### config.mk
export PLATFORM = sky130hd
export DESIGN_NAME = dynamic_multi_bit_sreg
export DESIGN_NICKNAME = d
export VERILOG_FILES = /design/src/rtl/sreg_pkg.sv /design/src/rtl/sreg_storage.sv /design/src/rtl/dynamic_multi_bit_sreg.sv
export SDC_FILE = /design/constraint.sdc
export NUM_CORES = 1
export LEC_CHECK = 0
export BUFFER_PORTS_ARGS = -buffer_cell sky130_fd_sc_hd__buf_2
export CORE_MARGIN = 2
export CORE_UTILIZATION = 60
export DETAILED_ROUTE_END_ITERATION = 7
export GPL_TIMING_DRIVEN = 0
export PLACE_DENSITY = 0.77
export SLEW_MARGIN = 20
export SYNTH_ARGS = -nofsm -noshare
export SYNTH_HDL_FRONTEND = slang
export SYNTH_SLANG_ARGS = --single-unit
export TNS_END_PERCENT = 100
### constraint.sdc
create_clock -name clk -period 3.8 [get_ports clk]
set_clock_uncertainty 0.2 [all_clocks]
set_input_delay 0.76 -clock clk [delete_from_list [all_inputs] [get_ports clk]]
set_output_delay 0.76 -clock clk [all_outputs]
set_load 0.02 [all_outputs]
### src/rtl/sreg_pkg.sv
// Shared helpers and defaults for the dynamic multi-bit shift register.
package sreg_pkg;

    // Default synthesis style for the storage array (shift-register LUTs).
    localparam string SRL_STYLE_DEFAULT = "srl";

    // Tap address width; never narrower than one bit.
    function automatic int unsigned sreg_aw(input int unsigned depth);
        int unsigned w;
        w = $clog2(depth);
        return (w < 1) ? 1 : w;
    endfunction

    // Fill count width: one more bit than the address so the count can reach DEPTH.
    function automatic int unsigned sreg_fill_w(input int unsigned depth);
        return sreg_aw(depth) + 1;
    endfunction

endpackage

### src/rtl/sreg_storage.sv
// Reset-free, ce-gated shift array with a combinational random-access read port.
module sreg_storage
    import sreg_pkg::*;
#(
    parameter int unsigned WIDTH         = 8,
    parameter int unsigned DEPTH         = 32,
    parameter string       SRL_STYLE_VAL = SRL_STYLE_DEFAULT,
    parameter int unsigned AW            = sreg_aw(DEPTH)
) (
    input  logic             clk,
    input  logic             ce,
    input  logic [WIDTH-1:0] din,
    input  logic [AW-1:0]    rd_addr,
    output logic [WIDTH-1:0] rd_data
);

    // No reset on purpose so the array can map onto SRL/LUTRAM primitives.
    (* srl_style = SRL_STYLE_VAL *)
    logic [WIDTH-1:0] r_stage [DEPTH] = '{default: '0};

    // Shift the whole chain by one stage when enabled.
    always_ff @(posedge clk) begin
        if (ce) begin
            r_stage[0] <= din;
            for (int unsigned i = 1; i < DEPTH; i++) begin
                r_stage[i] <= r_stage[i-1];
            end
        end
    end

    // Caller guarantees rd_addr < DEPTH.
    assign rd_data = r_stage[rd_addr];

endmodule

### src/rtl/dynamic_multi_bit_sreg.sv
// Shift register with a run-time selectable tap and fill tracking.
module dynamic_multi_bit_sreg
    import sreg_pkg::*;
#(
    parameter int unsigned WIDTH         = 8,
    parameter int unsigned DEPTH         = 32,
    parameter string       SRL_STYLE_VAL = SRL_STYLE_DEFAULT,
    parameter bit          OUT_REG       = 1'b1,
    parameter int unsigned AW            = sreg_aw(DEPTH)
) (
    input  logic             clk,
    input  logic             rst_n,
    input  logic             ce,
    input  logic             flush,
    input  logic [WIDTH-1:0] din,
    input  logic [AW-1:0]    addr,
    output logic [WIDTH-1:0] dout,
    output logic             dout_valid,
    output logic [AW:0]      fill
);

    localparam int unsigned FW = AW + 1;
    typedef logic [FW-1:0] fill_t;

    localparam fill_t           FILL_MAX = FW'(DEPTH);
    localparam logic [AW-1:0]   EA_MAX   = AW'(DEPTH - 1);

    fill_t             r_fill;
    logic [AW-1:0]     w_ea;
    logic [WIDTH-1:0]  w_tap_d;
    logic              w_tap_v;

    // Clamp out-of-range taps to the last stage (only reachable for non-power-of-two DEPTH).
    assign w_ea = (addr > EA_MAX) ? EA_MAX : addr;

    sreg_storage #(
        .WIDTH         (WIDTH),
        .DEPTH         (DEPTH),
        .SRL_STYLE_VAL (SRL_STYLE_VAL),
        .AW            (AW)
    ) u_storage (
        .clk     (clk),
        .ce      (ce),
        .din     (din),
        .rd_addr (w_ea),
        .rd_data (w_tap_d)
    );

    // Count stages holding data shifted in since reset/flush, saturating at DEPTH.
    always_ff @(posedge clk or negedge rst_n) begin
        if (!rst_n) begin
            r_fill <= '0;
        end else if (flush) begin
            r_fill <= ce ? FW'(1) : '0;
        end else if (ce && (r_fill != FILL_MAX)) begin
            r_fill <= r_fill + FW'(1);
        end
    end

    // Stage ea holds fresh data once more than ea stages are filled.
    assign w_tap_v = (r_fill > FW'(w_ea));
    assign fill    = r_fill;

    generate
        if (OUT_REG) begin : g_out_reg
            logic [WIDTH-1:0] r_dout;
            logic             r_dout_valid;

            // Register the tap every cycle, independent of ce.
            always_ff @(posedge clk or negedge rst_n) begin
                if (!rst_n) begin
                    r_dout       <= '0;
                    r_dout_valid <= 1'b0;
                end else begin
                    r_dout       <= w_tap_d;
                    r_dout_valid <= w_tap_v;
                end
            end

            assign dout       = r_dout;
            assign dout_valid = r_dout_valid;
        end else begin : g_out_comb
            assign dout       = w_tap_d;
            assign dout_valid = w_tap_v;
        end
    endgenerate

endmodule
==> summary.md <==
| Metric | Value |
|---|---|
| R2r endpoint | `fill[2]` |
| Most common cell after layout, fill and taps aside | `edfxtp_1` |
| Total Power | `6.587 mW` |
| Remaining DRCs | `0` |
| Fmax | `375.7 MHz` |
| R2R Setup Slk | `1700 ps` |
| Grt ovf | `0` |
| # diodes | `0` |
| Clock buffer count from CTS | `28` |
| Total Wirelength | `18310 um` |
| WL/cell | `24.41 um` |
| Layout cell share with drive strength beyond 1 | `0.2190` |
| Most frequent cells in the layout | `edfxtp_1 (256), mux4_1 (39), buf_2 (35), o22ai_1 (33), clkbuf_16 (29)` |
| Part of the cycle the worst path needs | `0.7005` |
| Max Used Layer | `met4` |
| Syn_nets | `464` |
| Worst Hold Path EP | `u_storage.r_stage[0][5]` |
| Clock transition at path regs | `60 ps` |
| PortBufs | `30` |
| Hold path cells | `1` |
| Mapped Cells | `440` |
| Post-synth top area cell | `edfxtp_1` |
| Setup Buffers After CTS | `0` |
| CP Max Fanout | `101` |
| Cell Area, Synth | `10350 um^2` |
| First DRT Iteration DRCs | `562` |
| Global-route wire length before repair | `28470 um` |
| Number of fillers in the final layout | `1041` |
| Number of H-tree levels | `1` |
| Final setup viols | `0` |
| Setup TNS | `0 ps` |
| Vias in the first global route | `4964` |
| Layout Cells excl Fill | `750` |
| Synth top area share | `0.7425` |
| Setup ws final | `1138 ps` |
| Die height | `135.4 um` |
| Max_cap viols | `0` |
| Critical path arrival | `2870 ps` |
| Reg2Reg Depth | `7` |
| Avg Cell Area, Syn | `23.53 um^2` |
| Final core occ | `0.6896` |
| Pwr/cell area | `560.0 nW/um^2` |
| Post-layout minimum cycle time | `2662 ps` |
| Synth warn | `0` |
| RSZ-0062 raised after global routing | `false` |
| Critical path type | `primary input to register` |
| Initial Utilization | `0.6070` |
| Final Hold Fails | `0` |
| Worst min-delay path category | `primary input to register` |
| Worst relative slew slack | `0.4890` |
| Synth unique cells | `29` |
| Final Wtd Congestion | `0.7979` |
| CP Launch Type | `primary input` |
| Clk sinks | `271` |
| Initial antenna violation count | `0` |
| Area grow syn2layout | `13.61%` |
| Reg2Reg Launch Point | `fill[0]` |
| GRT Total Usage | `0.2073` |
| Clock latency on the worst-skew pair | `530 ps` |
| Pre-antenna DRT Iters | `5` |
| Seq/Total Area, Yosys | `0.7787` |
| Hold_ws | `208.7 ps` |
| Dpl hpwl | `10760 um` |
| Hold path startpoint | `din[5]` |
| Placed inst area | `10850 um^2` |
| Via/cell ratio | `6.328` |
| Synthesis-stage register bit count | `271` |
| Placed instance count | `697` |
| Vias | `4746` |
| Worst slew pin tran | `756.5 ps` |
| Req. time, crit path | `4010 ps` |
| Final instance area | `11760 um^2` |
| Pleak | `4.140 nW` |
| FP Rows | `48` |
| I/O pins | `32` |
| Max Slew Vio Count | `0` |
| Outcome | `complete, no violations` |
| Synth area leaders | `edfxtp_1 (74%), mux4_1 (9.9%), mux4_2 (5.4%), dfrtp_1 (3.6%), o22ai_1 (2.0%)` |
| Antenna Violating Nets Remaining | `0` |
| Nets | `527` |
| Clock buffer depth | `3` |
| Routed wl met2 | `9066 um` |
| CP endpoint kind | `register` |
| Setup slack at placement | `616.3 ps` |
| Core ar. | `17060 um^2` |
| Metal-1 WL | `7985 um` |
| Root buffer cell | `clkbuf_16` |
| Largest net degree at the start of global routing | `102` |
| DIE AREA | `18320 um^2` |
| Die Span X | `135.4 um` |
| CTS tree | `built` |
| Wire length on met3 | `866 um` |
| Peak VDD IR | `0.0004916 V` |
## state kept, by name, indices dropped and copies added, names as in the netlist
register,flops
u_storage.r_stage,256
dout,8
fill,6
dout_valid,1
## worst max-delay path, cell delays in order
cell	delay (ps)
buf_8	350
buf_16	410
buf_16	430
nand3_1	230
or2_2	350
xor2_1	140
nor2_1	60
## layout make-up
type                    count  area [um^2]  share of cell area
flip-flops and latches    271         8063              0.6855
multi-input cells         148         2152              0.1830
clock buffers              39        783.3             0.06659
well taps                 225        281.5             0.02393
repair buffers             33        225.2             0.01915
clock inverters            13        118.9             0.01011
plain buffers              14        112.6            0.009573
inverters                   7        26.28            0.002234
## repair_timing
item | CTS | global route
hold buffers | 1 | 0
gates resized for setup | 0 | 0
endpoints found under the setup margin | 0 | 0
hold endpoints to repair | 15 | 0
## cells by family (layout without fill, tap and decap cells)
logic type                 Yosys count  in the layout  synth area share
xor gates and xnor gates             4              4          0.003384
AOI/OAI and AO/OA                   38             38           0.02344
and+or+nand+nor                     34             34           0.01825
buffers and inverters               21            106           0.01341
muxes                               65             65            0.1543
adders and majority gates            7              7          0.008459
DFF                                271            271            0.7787
## synth_stat cells (all sizes together)
cell	number
dfrtp	15
or2	1
edfxtp	256
o41ai	1
mux4	64
o211ai	1
nor4	8
nor2b	1
o21bai	1
clkbuf	1
a211oi	1
o22ai	33
mux2i	1
nand3	10
nand2	4
xnor2	1
nand4	1
buf	13
and2	1
nand3b	1
inv	7
nand2b	1
xor2	3
ha	7
o21ai	1
nor2	6
## report_power, final
group / internal, mW / leakage [nW] / switching, mW
registers: 3.47 / 2.69 / 0.0876
logic: 0.168 / 1.01 / 0.204
clock network: 1.57 / 0.445 / 1.08
total: 5.22 / 4.14 / 1.37
## layer usage
layer,track usage,vias to the layer above
li1,-,2068
met1,0.3034,2495
met2,0.3356,153
met3,0.03330,30
met4,0.05556,0
met5,0,-
## how the worst max path moves through the flow
| stage | start | to | slack, ps | cells past startpoint |
|---|---|---|---|---|
| 2_1_floorplan | addr[1] | dout_valid | 1400 | 9 |
| 3_3_place_gp | ce | fill[2] | -2250 | 5 |
| 3_5_place_dp | ce | fill[5] | 620 | 7 |
| 4_1_cts | ce | fill[5] | 1140 | 7 |
| 5_1_grt | ce | fill[5] | 990 | 7 |
| 6_report | ce | fill[5] | 1140 | 7 |
Note: power is estimated with default switching activity, not from simulation.
